===== src/rtl/hazard_forward_unit_pkg.sv =====
// Shared types for the hazard/forwarding controller: operand-mux select
// encoding, shadow-slot metadata and the hardwired-zero register index.
package hazard_pkg;

    localparam int REG_ADDR_W = 5;

    typedef enum logic [1:0] {
        FWD_NONE  = 2'b00,
        FWD_EXMEM = 2'b01,
        FWD_MEMWB = 2'b10
    } fwd_sel_t;

    // Destination-side metadata carried by the EX and MEM shadow slots.
    typedef struct packed {
        logic                  v;
        logic                  we;
        logic                  load;
        logic [REG_ADDR_W-1:0] rd;
    } stage_meta_t;

    // Source-side metadata; only the EX slot needs it for forwarding.
    typedef struct packed {
        logic                  use1;
        logic                  use2;
        logic [REG_ADDR_W-1:0] rs1;
        logic [REG_ADDR_W-1:0] rs2;
    } src_meta_t;

    localparam logic [REG_ADDR_W-1:0] REG_ZERO = '0;

endpackage


===== src/rtl/hazard_forward_unit_if.sv =====
// ID-stage metadata in, forward selects and stall/bubble requests out.
// master: pipeline control side; slave: hazard_forward_unit.
interface hazard_forward_unit_if
    import hazard_pkg::*;
#(
    parameter int REG_ADDR_WIDTH = REG_ADDR_W
);

    logic                      id_valid_i;
    logic [REG_ADDR_WIDTH-1:0] id_rs1_i;
    logic [REG_ADDR_WIDTH-1:0] id_rs2_i;
    logic                      id_use_rs1_i;
    logic                      id_use_rs2_i;
    logic [REG_ADDR_WIDTH-1:0] id_rd_i;
    logic                      id_we_i;
    logic                      id_is_load_i;
    logic                      hold_i;
    logic                      flush_i;
    fwd_sel_t                  forward_a_o;
    fwd_sel_t                  forward_b_o;
    logic                      stall_if_id_o;
    logic                      bubble_id_ex_o;

    modport master (
        output id_valid_i, id_rs1_i, id_rs2_i,
        output id_use_rs1_i, id_use_rs2_i,
        output id_rd_i, id_we_i, id_is_load_i,
        output hold_i, flush_i,
        input  forward_a_o, forward_b_o,
        input  stall_if_id_o, bubble_id_ex_o
    );

    modport slave (
        input  id_valid_i, id_rs1_i, id_rs2_i,
        input  id_use_rs1_i, id_use_rs2_i,
        input  id_rd_i, id_we_i, id_is_load_i,
        input  hold_i, flush_i,
        output forward_a_o, forward_b_o,
        output stall_if_id_o, bubble_id_ex_o
    );

endinterface


===== src/rtl/hazard_forward_unit_fwd_operand_sel.sv =====
// Priority forward select for one EX operand.
// Ports: use_rs/rs (EX source), mem (MEM slot), wb_* (WB slot), sel.
module fwd_operand_sel
    import hazard_pkg::*;
(
    input  logic                  use_rs,
    input  logic [REG_ADDR_W-1:0] rs,
    input  stage_meta_t           mem,
    input  logic                  wb_v,
    input  logic                  wb_we,
    input  logic [REG_ADDR_W-1:0] wb_rd,
    output fwd_sel_t              sel
);

    logic mem_hit;
    logic wb_hit;

    // A load in MEM has no data on the EX/MEM bus yet, so it is never
    // a forwarding source from that stage.
    assign mem_hit = mem.v & mem.we & ~mem.load
                   & (mem.rd != REG_ZERO) & (mem.rd == rs);

    assign wb_hit = wb_v & wb_we
                  & (wb_rd != REG_ZERO) & (wb_rd == rs);

    // Youngest producer wins.
    always_comb begin
        sel = FWD_NONE;
        if (use_rs & mem_hit) begin
            sel = FWD_EXMEM;
        end else if (use_rs & wb_hit) begin
            sel = FWD_MEMWB;
        end
    end

endmodule


===== src/rtl/hazard_forward_unit.sv =====
// Hazard and forwarding controller: shadows EX/MEM/WB destination metadata,
// drives operand forward selects and load-use stall/bubble requests.
// Ports: clk_i, rst_i (sync, active-high), bus (hazard_forward_unit_if.slave).
module hazard_forward_unit
    import hazard_pkg::*;
#(
    parameter int REG_ADDR_WIDTH = REG_ADDR_W,
    parameter int DATA_WIDTH     = 32
)
(
    input  logic                 clk_i,
    input  logic                 rst_i,
    hazard_forward_unit_if.slave bus
);

    // Slot metadata is sized by the package; a different width here
    // would silently truncate register indices.
    if (REG_ADDR_WIDTH != REG_ADDR_W || DATA_WIDTH < 1) begin : g_bad_param
        $error("hazard_forward_unit: unsupported parameter values");
    end

    stage_meta_t           ex;
    src_meta_t             ex_src;
    stage_meta_t           mem;
    logic                  wb_v;
    logic                  wb_we;
    logic [REG_ADDR_W-1:0] wb_rd;

    stage_meta_t id_meta;
    src_meta_t   id_src;

    logic hit1;
    logic hit2;
    logic lu;
    logic bubble;

    fwd_sel_t fwd_a;
    fwd_sel_t fwd_b;

    always_comb begin
        id_meta      = '0;
        id_meta.v    = bus.id_valid_i;
        id_meta.we   = bus.id_we_i;
        id_meta.load = bus.id_is_load_i;
        id_meta.rd   = bus.id_rd_i;
    end

    always_comb begin
        id_src      = '0;
        id_src.use1 = bus.id_use_rs1_i;
        id_src.use2 = bus.id_use_rs2_i;
        id_src.rs1  = bus.id_rs1_i;
        id_src.rs2  = bus.id_rs2_i;
    end

    assign hit1 = bus.id_use_rs1_i & (bus.id_rs1_i == ex.rd);
    assign hit2 = bus.id_use_rs2_i & (bus.id_rs2_i == ex.rd);

    assign lu = ex.v & ex.load & ex.we & (ex.rd != REG_ZERO)
              & bus.id_valid_i & (hit1 | hit2);

    // A freeze defers everything; a flush overrides the stall because the
    // consumer in ID is being discarded anyway.
    assign bubble = (lu | bus.flush_i) & ~bus.hold_i;

    assign bus.stall_if_id_o  = lu & ~bus.flush_i & ~bus.hold_i;
    assign bus.bubble_id_ex_o = bubble;

    always_ff @(posedge clk_i) begin
        if (rst_i) begin
            ex     <= '0;
            ex_src <= '0;
            mem    <= '0;
            wb_v   <= 1'b0;
            wb_we  <= 1'b0;
            wb_rd  <= '0;
        end else if (!bus.hold_i) begin
            wb_v  <= mem.v;
            wb_we <= mem.we;
            wb_rd <= mem.rd;
            mem   <= ex;
            if (bubble) begin
                // Clearing the sources too keeps a bubble from forwarding.
                ex     <= '0;
                ex_src <= '0;
            end else begin
                ex     <= id_meta;
                ex_src <= id_src;
            end
        end
    end

    fwd_operand_sel u_fwd_a (
        .use_rs (ex_src.use1),
        .rs     (ex_src.rs1),
        .mem    (mem),
        .wb_v   (wb_v),
        .wb_we  (wb_we),
        .wb_rd  (wb_rd),
        .sel    (fwd_a)
    );

    fwd_operand_sel u_fwd_b (
        .use_rs (ex_src.use2),
        .rs     (ex_src.rs2),
        .mem    (mem),
        .wb_v   (wb_v),
        .wb_we  (wb_we),
        .wb_rd  (wb_rd),
        .sel    (fwd_b)
    );

    assign bus.forward_a_o = fwd_a;
    assign bus.forward_b_o = fwd_b;

endmodule


===== src/flat_wrapper.sv =====
// flat-port wrapper written by rule: the top's interface ports become plain ports
module hazard_forward_unit_flat import hazard_pkg::*;
#(
    parameter int REG_ADDR_WIDTH = REG_ADDR_W,
    parameter int DATA_WIDTH     = 32
)
  (clk_i, rst_i, bus_id_valid_i, bus_id_rs1_i, bus_id_rs2_i, bus_id_use_rs1_i, bus_id_use_rs2_i, bus_id_rd_i, bus_id_we_i, bus_id_is_load_i, bus_hold_i, bus_flush_i, bus_forward_a_o, bus_forward_b_o, bus_stall_if_id_o, bus_bubble_id_ex_o);
  hazard_forward_unit_if #(.REG_ADDR_WIDTH(REG_ADDR_WIDTH)) bus_i ();
  input  logic clk_i;
  input  logic rst_i;
  input wire logic [$bits(bus_i.id_valid_i)-1:0] bus_id_valid_i;
  input wire logic [$bits(bus_i.id_rs1_i)-1:0] bus_id_rs1_i;
  input wire logic [$bits(bus_i.id_rs2_i)-1:0] bus_id_rs2_i;
  input wire logic [$bits(bus_i.id_use_rs1_i)-1:0] bus_id_use_rs1_i;
  input wire logic [$bits(bus_i.id_use_rs2_i)-1:0] bus_id_use_rs2_i;
  input wire logic [$bits(bus_i.id_rd_i)-1:0] bus_id_rd_i;
  input wire logic [$bits(bus_i.id_we_i)-1:0] bus_id_we_i;
  input wire logic [$bits(bus_i.id_is_load_i)-1:0] bus_id_is_load_i;
  input wire logic [$bits(bus_i.hold_i)-1:0] bus_hold_i;
  input wire logic [$bits(bus_i.flush_i)-1:0] bus_flush_i;
  output wire logic [$bits(bus_i.forward_a_o)-1:0] bus_forward_a_o;
  output wire logic [$bits(bus_i.forward_b_o)-1:0] bus_forward_b_o;
  output wire logic [$bits(bus_i.stall_if_id_o)-1:0] bus_stall_if_id_o;
  output wire logic [$bits(bus_i.bubble_id_ex_o)-1:0] bus_bubble_id_ex_o;
  assign bus_i.id_valid_i = bus_id_valid_i;
  assign bus_i.id_rs1_i = bus_id_rs1_i;
  assign bus_i.id_rs2_i = bus_id_rs2_i;
  assign bus_i.id_use_rs1_i = bus_id_use_rs1_i;
  assign bus_i.id_use_rs2_i = bus_id_use_rs2_i;
  assign bus_i.id_rd_i = bus_id_rd_i;
  assign bus_i.id_we_i = bus_id_we_i;
  assign bus_i.id_is_load_i = bus_id_is_load_i;
  assign bus_i.hold_i = bus_hold_i;
  assign bus_i.flush_i = bus_flush_i;
  assign bus_forward_a_o = bus_i.forward_a_o;
  assign bus_forward_b_o = bus_i.forward_b_o;
  assign bus_stall_if_id_o = bus_i.stall_if_id_o;
  assign bus_bubble_id_ex_o = bus_i.bubble_id_ex_o;
  hazard_forward_unit #(.REG_ADDR_WIDTH(REG_ADDR_WIDTH), .DATA_WIDTH(DATA_WIDTH)) u_core (.clk_i(clk_i), .rst_i(rst_i), .bus(bus_i));
endmodule

===== config.mk =====
export PLATFORM = sky130hd
export DESIGN_NAME = hazard_forward_unit_flat
export DESIGN_NICKNAME = d
export VERILOG_FILES = /design/src/rtl/hazard_forward_unit_pkg.sv /design/src/rtl/hazard_forward_unit_if.sv /design/src/rtl/hazard_forward_unit_fwd_operand_sel.sv /design/src/rtl/hazard_forward_unit.sv /design/src/flat_wrapper.sv
export SDC_FILE = /design/constraint.sdc
export NUM_CORES = 1
export LEC_CHECK = 0
export BUFFER_PORTS_ARGS = -buffer_cell sky130_fd_sc_hd__buf_2
export CORE_UTILIZATION = 40
export CTS_BUF_LIST = sky130_fd_sc_hd__clkbuf_8
export CTS_CLUSTER_DIAMETER = 150
export CTS_CLUSTER_SIZE = 25
export DETAILED_ROUTE_END_ITERATION = 8
export SLEW_MARGIN = 20
export SYNTH_ARGS = -nofsm -noshare
export SYNTH_HDL_FRONTEND = slang
export SYNTH_SLANG_ARGS = --single-unit
export TNS_END_PERCENT = 5

===== constraint.sdc =====
create_clock -name clk_i -period 1.8 [get_ports clk_i]
set_input_delay 0.18 -clock clk_i [delete_from_list [all_inputs] [get_ports clk_i]]
set_output_delay 0.18 -clock clk_i [all_outputs]
set_load 0.02 [all_outputs]

## After elaboration in Yosys (flattened, before gate mapping)

Cells that the tools add are included.

- Bits in read-only memories: 0
- Word-level logic and storage cells: 58
- RAM bits: 0
- Latch bits: 0
- Register bits after elaboration: 35
- Output and inout bits: 6
- Bits of input ports: 24
- Memories kept: 0

- $add $sub $neg: 0
- Order comparisons: 0
- Reduce and logical (&&, ||, !) cells: 3
- Div/mod/pow operators: 0
- Shifts and indexed selects: 0
- Bitwise gates (word level): 28
- Mux-type cells: 6
- Eq/ne operators: 6
- $mul: 0

Operator list:

| operator | number |
|---|---|
| 5-bit equality test | 6 |
| 1-bit AND | 23 |
| 5-bit nonzero test | 3 |
| 12-bit two-way mux | 1 |
| 2-bit two-way mux | 4 |
| 8-bit two-way mux | 1 |
| 1-bit NOT | 3 |
| 1-bit OR | 2 |

## Longest topological paths before layout

Gate-level depths: netlist of run 1.

- Depth after elaboration: 8
- Depth in mapped cells: 6
- Gate-level depth less buffers: 4

## By module

From an unflattened synthesis of run 1, not the netlist that was laid out.

- Cell total of the unflattened synthesis: 204
- Area total of the unflattened synthesis: 1940.6 um^2

Modules (own cells, without submodules):

| module | area each (um^2) | sequential area each (um^2) | cells an instance | times used |
|---|---|---|---|---|
| hazard_forward_unit | 1635.3 | 700.7 | 160 | 1 |
| fwd_operand_sel | 152.6 | 0.0 | 22 | 2 |

## Worst setup path before layout of run 1

No wires, ideal clock.

- Path type: register -> output
- Start: register, netlist name u_core.mem[1]
- End: output bus_forward_a_o[1]
- Data required time: 1620 ps
- Stages on the path, launching flop included: 5
- Buffers on the path: 0
- Arrival: 1611 ps
- Setup slack: 9 ps
- Cell sequence: dfxtp_1 -> or4_1 -> o2111ai_1 -> nor3_1 -> nor3_2

- Word-level cells in the longest chain between the ends: 5
- Elaborated cells between the ends (all ways): 6
- Classes of those cells: eq/ne (1); mux (1); bitwise (3); reduce/logical (1)

Ends and longest elaborated chain:

| element | RTL line | text |
|---|---|---|
| 5-bit nonzero test | hazard_forward_unit_fwd_operand_sel.sv:21 | `& (mem.rd != REG_ZERO) & (mem.rd == rs);` |
| 1-bit AND | hazard_forward_unit_fwd_operand_sel.sv:21 |  |
| 1-bit AND * | hazard_forward_unit_fwd_operand_sel.sv:21 |  |
| 1-bit AND * | hazard_forward_unit_fwd_operand_sel.sv:29 | `if (use_rs & mem_hit) begin` |
| 2-bit two-way mux * | hazard_forward_unit_fwd_operand_sel.sv:29 |  |
| end: declaration | flat_wrapper.sv:21 | `output wire logic [$bits(bus_i.forward_a_o)-1:0] bus_forward_a_o;` |

Every way passes the cells marked *; elsewhere a longest branch is shown, timed or not.

## Final worst setup path of run 1

- Start: register u_core.wb_rd[1]
- End: output bus_forward_b_o[1]

- Word-level cells in the longest chain between the ends: 6
- Elaborated cells between the ends (all ways): 7
- Classes of those cells: eq/ne (1); mux (2); bitwise (3); reduce/logical (1)

Ends and longest elaborated chain:

| element | RTL line | text |
|---|---|---|
| start: declaration | hazard_forward_unit.sv:27 | `logic [REG_ADDR_W-1:0] wb_rd;` |
| start signal: assignment | hazard_forward_unit.sv:80 | `wb_rd <= mem.rd;` |
| 5-bit nonzero test | hazard_forward_unit_fwd_operand_sel.sv:24 | `& (wb_rd != REG_ZERO) & (wb_rd == rs);` |
| 1-bit AND | hazard_forward_unit_fwd_operand_sel.sv:24 |  |
| 1-bit AND * | hazard_forward_unit_fwd_operand_sel.sv:24 |  |
| 1-bit AND * | hazard_forward_unit_fwd_operand_sel.sv:31 | `end else if (use_rs & wb_hit) begin` |
| 2-bit two-way mux * | hazard_forward_unit_fwd_operand_sel.sv:31 |  |
| 2-bit two-way mux * | hazard_forward_unit_fwd_operand_sel.sv:29 |  |
| end: declaration | flat_wrapper.sv:22 | `output wire logic [$bits(bus_i.forward_b_o)-1:0] bus_forward_b_o;` |

Marks and branches as above.

==> summary.txt, run 1 <==
Async SR Flop Fraction: 0
vias in the first global route: 1,441
GP Congestion: 0.770
cell family with the largest share of critical-path delay: simple AND/OR/NAND/NOR gates
failing checks: design-rule violations, negative setup slack
status: finished with violations
EDFF count, synth: 0
CTS sink count: 35
first-pass GRT wire length: 7.50 mm
Core Region: 4470 sq um
Worst slew margin: 0.671
mapped cell area: 1920 sq um
die footprint: 5080 sq um
slew at the pin closest to its max-slew limit: 494 ps
FP Rows: 24
total design power: 1.91 mW
gr usage total: 0.195
final setup fails: 3
CTS tree: done
Antenna Violating Nets Remaining: 0
# fillers: 422
Yosys reg bits: 35
largest family of logic cells by synthesized area: compound AO/OA/AOI/OAI gates
layout cells sized above 1: 0.377
diode count: 0
Worst Skew: 8.20 ps
Critical path buffers and inverters: 1
Yosys top cell area share: 0.365
antenna violations before repair: 0
syn avg cell area: 9.74 sq um
Vert. Die Dim: 71.2 microns
I/O Pins: 30
Area contributors post-synth: dfxtp_1 (37%), a211oi_2 (13%), xnor2_1 (10%)
sequential area share after synthesis: 0.365
Tcrit/Tclk final: 1.05
GR Overflow Total: 0
mux share of post-synthesis cell area: 0.0731
CP Launch Type: flip-flop
CP max stage cell: or4_4
Post-Synth Simple-Gate Area: 0.155
cts bufs inserted: 5
CTS clock-pin slew for the worst setup and hold paths: 80 ps
library cells used by synthesis: 28
CP Capture Type: output pin
Post-CTS Setup Repair Bufs: 0
Max FO, Critical Path: 4
syn nets: 221
DR vias: 1,540
Fmax: 527 MHz
vias per inst: 5.50
CP Cell Sequence: or4_4, o211ai_1, nor3_2, buf_4
DR WL/cell: 16.4 microns
final net count: 251
RSZ-0062 raised after global routing: yes
Final Util: 0.524
Max-Cap Viols: 0
worst hold path class: input pin to flip-flop
Area Overhead vs Synth: 22.2%
H-tree depth: 2
Initial DRT Pass Iterations: 6
Synth Area in Adders: 0
area share of xor/xnor cells in the synthesized design: 0.137
Post-CTS Hold Buffers: 0
DR iter-0 viols: 102
PwrDens: 813 nW/um^2
# DRC: 1
Compound-Gate Fraction of Synth Area: 0.224
die width: 71.2 microns
Post-Route WL: 4.60 mm
max incr delay on CP: 530 ps
post-synthesis cell count: 197
post-detail-place hpwl: 3.34 mm
port buffer count: 29
max-slew violations: 0
VDD IR max: 0.464 mV
crit path kind: flip-flop to output pin
CTS Buffer Depth: 2
clock root cell: clkbuf_8
Initial Util: 0.429
Final WS setup: -96.4 ps
Main synth FF type: dfxtp_1
CP arrival: 1720 ps
cell taking the most area after synthesis: dfxtp_1
Yosys Warn Count: 0
Leak: 0.862 nW
WP data required: 1620 ps
crit path time final: 1900 ps
Final Hold Viols: 0
Skew-Pair Late Insertion Delay: 300 ps
pin count of the biggest net entering global routing: 42
==> cell usage in the layout, fill, tap and decap left out, drive strengths merged <==
cell,n
a211oi,20
nor4,2
or4,3
nand2b,1
bufinv,2
o22a,1
o21ai,1
nand2,5
nand3,3
a22oi,7
nor3,5
dfxtp,35
mux2i,14
o211ai,1
xor2,8
o2111ai,1
o22ai,2
xnor2,22
buf,39
nor2,16
nor3b,13
a21oi,14
o21a,1
inv,3
nand4,4
clkbuf,5
==> path summary, 6_finish.rpt <==
kind	startpoint	end	slack, ps	cells past startpoint
setup / recovery	u_core.wb_rd[1]	bus_forward_b_o[1]	-100	4
hold / removal	bus_id_rd_i[1]	u_core.ex[1]	240	3
setup reg to reg	u_core.ex[1]	u_core.ex[2]	230	3
hold reg to reg	u_core.wb_we	u_core.wb_we	520	2
==> final cells by class <==
type	instances	area, sq um	share of cell area
clock buffers	5	68.8	0.0293
clock inverters	3	63.8	0.0272
inverters	2	7.51	0.00320
multi-input cells	144	1190	0.507
flip-flops and latches	35	713	0.304
well taps	52	65.1	0.0277
repair buffers	39	238	0.101
==> timing repair <==
item / 4_1_cts / 5_1_grt
endpoints found under the hold margin: 0 / 0
pin swaps: 6 / 3
gates resized for setup: 14 / 6
setup endpoints to repair: 6 / 6
==> layer usage <==
metal / routed length, microns / part of all wire / GRT usage
met4: 67 / 0.015 / 0.0733
met5: 0 / 0 / 0
met2: 1950 / 0.42 / 0.269
met1: 2390 / 0.52 / 0.299
met3: 191 / 0.042 / 0.0366
==> cells by family after synthesis <==
group	after synthesis
xor gates and xnor gates	30
DFF	35
AOI/OAI and AO/OA	48
muxes	14
buffers and inverters	18
and+or+nand+nor	52
==> tightest hold or removal path, delay by kind of cell <==
kind | cells | cell delay, ps
AOI/OAI and AO/OA | 2 | 240
buffers and inverters | 1 | 70
==> cell usage after synthesis, drive strengths merged, types with 2 or more instances <==
cell type	n
nand4	4
or4	3
inv	2
dfxtp	35
xnor2	22
o22ai	2
a21oi	14
mux2i	14
clkbuf	10
a22oi	7
a211oi	20
nor3	5
nor2	16
nand2	5
nand3	3
xor2	8
buf	6
nor4	2
nor3b	13
==> through the flow <==
stage,setup slack (ps),setup TNS (ps),hold WS [ps],cell area (sq um),instances
2_1_floorplan,9.34,0,446,1920,197
3_3_place_gp,132,0,489,2140,272
3_5_place_dp,73.6,0,494,2140,272
4_1_cts,-127,-304,236,2330,280
5_1_grt,-166,-487,244,2340,280
6_report,-96.4,-201,242,2340,280
==> power breakdown <==
group / total, mW / switching (mW) / internal, mW
Combinational: 0.231 / 0.122 / 0.110
Sequential: 0.825 / 0.0287 / 0.796
Clock: 0.849 / 0.301 / 0.548
Total: 1.91 / 0.451 / 1.45
==> sequential cells by signal (all words and copies together) (netlist names) <==
register	flops
u_core.wb_v	1
u_core.ex_src	12
u_core.wb_we	1
u_core.wb_rd	5
u_core.ex	8
u_core.mem	8
Power figures use the tool's default switching activity.
==> run 2: changes to the inputs <==
Settings changed: SETUP_SLACK_MARGIN set to 0.2.
==> run 2 against run 1 <==
The run still ends with design-rule violations, negative setup slack left. Register-to-register slack got worse by 40 ps. Clock-buffer cell count stayed put. Power fell by 17%. Hold slack gained 9.8 ps. Critical endpoint unchanged. Largest power group is now sequential cells.
==> summary.txt, run 2 (synthesized netlist as in run 1, its figures left out) <==
status: finished with violations
failing checks: design-rule violations, negative setup slack
R2R setup slack: 190 ps (-40 ps)
Final Hold Viols: 0 (unchanged)
flip-flop count of the largest register after layout: 12 (unchanged)
Initial Util: 0.429 (unchanged)
total design power: 1.59 mW (-17%)
Max FO, Critical Path: 2 (-2)
Post-Route WL: 4.70 mm (+2.2%)
GR Overflow Total: 0 (unchanged)
fin cells: 280 (unchanged)
port buffer count: 29 (unchanged)
CP Launch Type: flip-flop
worst r2r src: u_core.ex[1]
Skew-Pair Late Insertion Delay: 280 ps (-20 ps)
met2 WL: 2.14 mm (+10%)
H-tree depth: 2 (unchanged)
Largest Register: u_core.ex_src
Fmax: 536 MHz (+1.7%)
I/O Pins: 30 (unchanged)
Post-CTS Hold Buffers: 0 (unchanged)
post-detail-place hpwl: 3.36 mm (+0.61%)
Leak: 0.853 nW (-1.0%)
antenna violations before repair: 0 (unchanged)
cell family with the largest share of critical-path delay: simple AND/OR/NAND/NOR gates
crit path kind: flip-flop to output pin
pin count of the biggest net entering global routing: 47 (+12%)
DR WL/cell: 16.8 microns (+2.2%)
clock root cell: clkbuf_8
Vert. Die Dim: 71.2 microns (unchanged)
metal3 WL: 157 microns (-18%)
gr usage total: 0.207 (+0.0113)
vias in the first global route: 1,572 (+9.1%)
Top Metal Used: met4
slew at the pin closest to its max-slew limit: 552 ps (+58.5 ps)
Min-Delay Startpoint: bus_id_rd_i[1]
RSZ-0062 raised after global routing: yes
Worst Skew: 3.81 ps (-4.40 ps)
largest registers: u_core.ex_src: 12 flops, u_core.ex: 8 flops, u_core.mem: 8 flops
die width: 71.2 microns (unchanged)
worst-case hold path end point: u_core.ex[1]
CTS clock-pin slew for the worst setup and hold paths: 60 ps (-20 ps)
met1 wire length: 2.33 mm (-2.4%)
DR vias: 1,562 (+1.4%)
GP Congestion: 0.792 (+2.9%)
first-pass GRT wire length: 7.99 mm (+6.5%)
Final WS setup: -65.0 ps (+31.5 ps)
Max-Cap Viols: 0 (unchanged)
vias per inst: 5.58 (+1.4%)
CTS sink count: 35 (unchanged)
Initial DRT Pass Iterations: 6 (unchanged)
die footprint: 5080 sq um (unchanged)
Area Overhead vs Synth: 21.3%
CP arrival: 1680 ps (-40 ps)
CP Cell Sequence: or4_4, o2111ai_4, nor3_2, nor3_4, buf_6
CTS tree: done
Worst slew margin: 0.632 (-0.0390)
Core Region: 4470 sq um (unchanged)
max incr delay on CP: 540 ps (about the same)
CP Capture Type: output pin
CP max stage cell: or4_4
# DRC: 1 (unchanged)
CTS Buffer Depth: 2 (unchanged)
Cells on Worst Hold Path: 3 (unchanged)
max-slew violations: 0 (unchanged)
WP data required: 1620 ps (about the same)
PwrDens: 682 nW/um^2 (-16%)
DR iter-0 viols: 98 (-3.9%)
FP Rows: 24 (unchanged)
RR Endpoint: u_core.ex_src[8]
final setup fails: 3 (unchanged)
Final Util: 0.520 (-0.00419)
layout cells sized above 1: 0.373 (-0.00439)
commonest non-fill, non-tap cell in the layout: dfxtp_1
Antenna Violating Nets Remaining: 0 (unchanged)
Tcrit/Tclk final: 1.04 (-0.0175)
Cells after DPL: 274 (+0.74%)
VDD IR max: 0.401 mV (-13%)
worst hold path class: input pin to flip-flop
Critical path buffers and inverters: 1 (unchanged)
diode count: 0 (unchanged)
final net count: 253 (+0.80%)
commonest cells after routing, fill and taps aside: dfxtp_1 (29), buf_2 (27), xnor2_1 (22)
R2R cell count: 3 (unchanged)
Post-CTS Setup Repair Bufs: 0 (unchanged)
setup TNS: -134 ps (+66.8 ps)
crit path time final: 1860 ps (-31.5 ps)
cts bufs inserted: 5 (unchanged)
run 2: layer usage:
layer / global-route usage / vias up
met3: 0.0366 / 7
met2: 0.299 / 35
met4: 0.0667 / 0
met5: 0 / -
li1: - / 775
met1: 0.309 / 745
run 2: worst max path at each step:
stage                       start  depth (start not counted)                 end  slack, ps
floorplan           u_core.mem[1]                          4  bus_forward_a_o[1]        180
global placement    u_core.mem[3]                          5  bus_forward_a_o[1]        180
detailed placement  u_core.mem[3]                          5  bus_forward_a_o[1]        180
CTS                 u_core.mem[1]                          5  bus_forward_a_o[1]        -90
global route        u_core.mem[3]                          5  bus_forward_a_o[1]       -140
finish              u_core.mem[1]                          5  bus_forward_b_o[1]        -60
run 2: area by class of cell:
type / instances / area, sq um
timing repair buffer: 41 / 260
sequential: 35 / 713
multi-input combinational: 144 / 1210
fill: 434 / 2150
tap: 52 / 65.1
clock buffer: 5 / 68.8
clock inverter: 1 / 3.75
inverter: 2 / 7.51
run 2: worst min-delay path: cells and delay by family:
kind / cells / cell delay [ps]
buffers and inverters: 1 / 70
AO/OA/AOI/OAI: 2 / 240
run 2: report_power, final:
part	internal [mW]	switching, mW
clock network	0.252	0.270
logic	0.113	0.126
registers	0.795	0.0288
total	1.16	0.425
run 2: stage by stage:
stage | setup WS, ps | hold slack (ps) | cell area (sq um)
4_1_cts | -93.0 | 250 | 2310
3_5_place_dp | 181 | 494 | 2190
2_1_floorplan | 179 | 446 | 1950
3_3_place_gp | 182 | 487 | 2190
5_1_grt | -136 | 251 | 2330
6_report | -65.0 | 252 | 2330
run 2: repair_timing:
action | 4_1_cts | 5_1_grt
gates cloned | 0 | 0
endpoints found under the setup margin | 7 | 10
resized for setup | 16 | 3
hold endpoints to repair | 0 | 0
pin swaps | 5 | 5
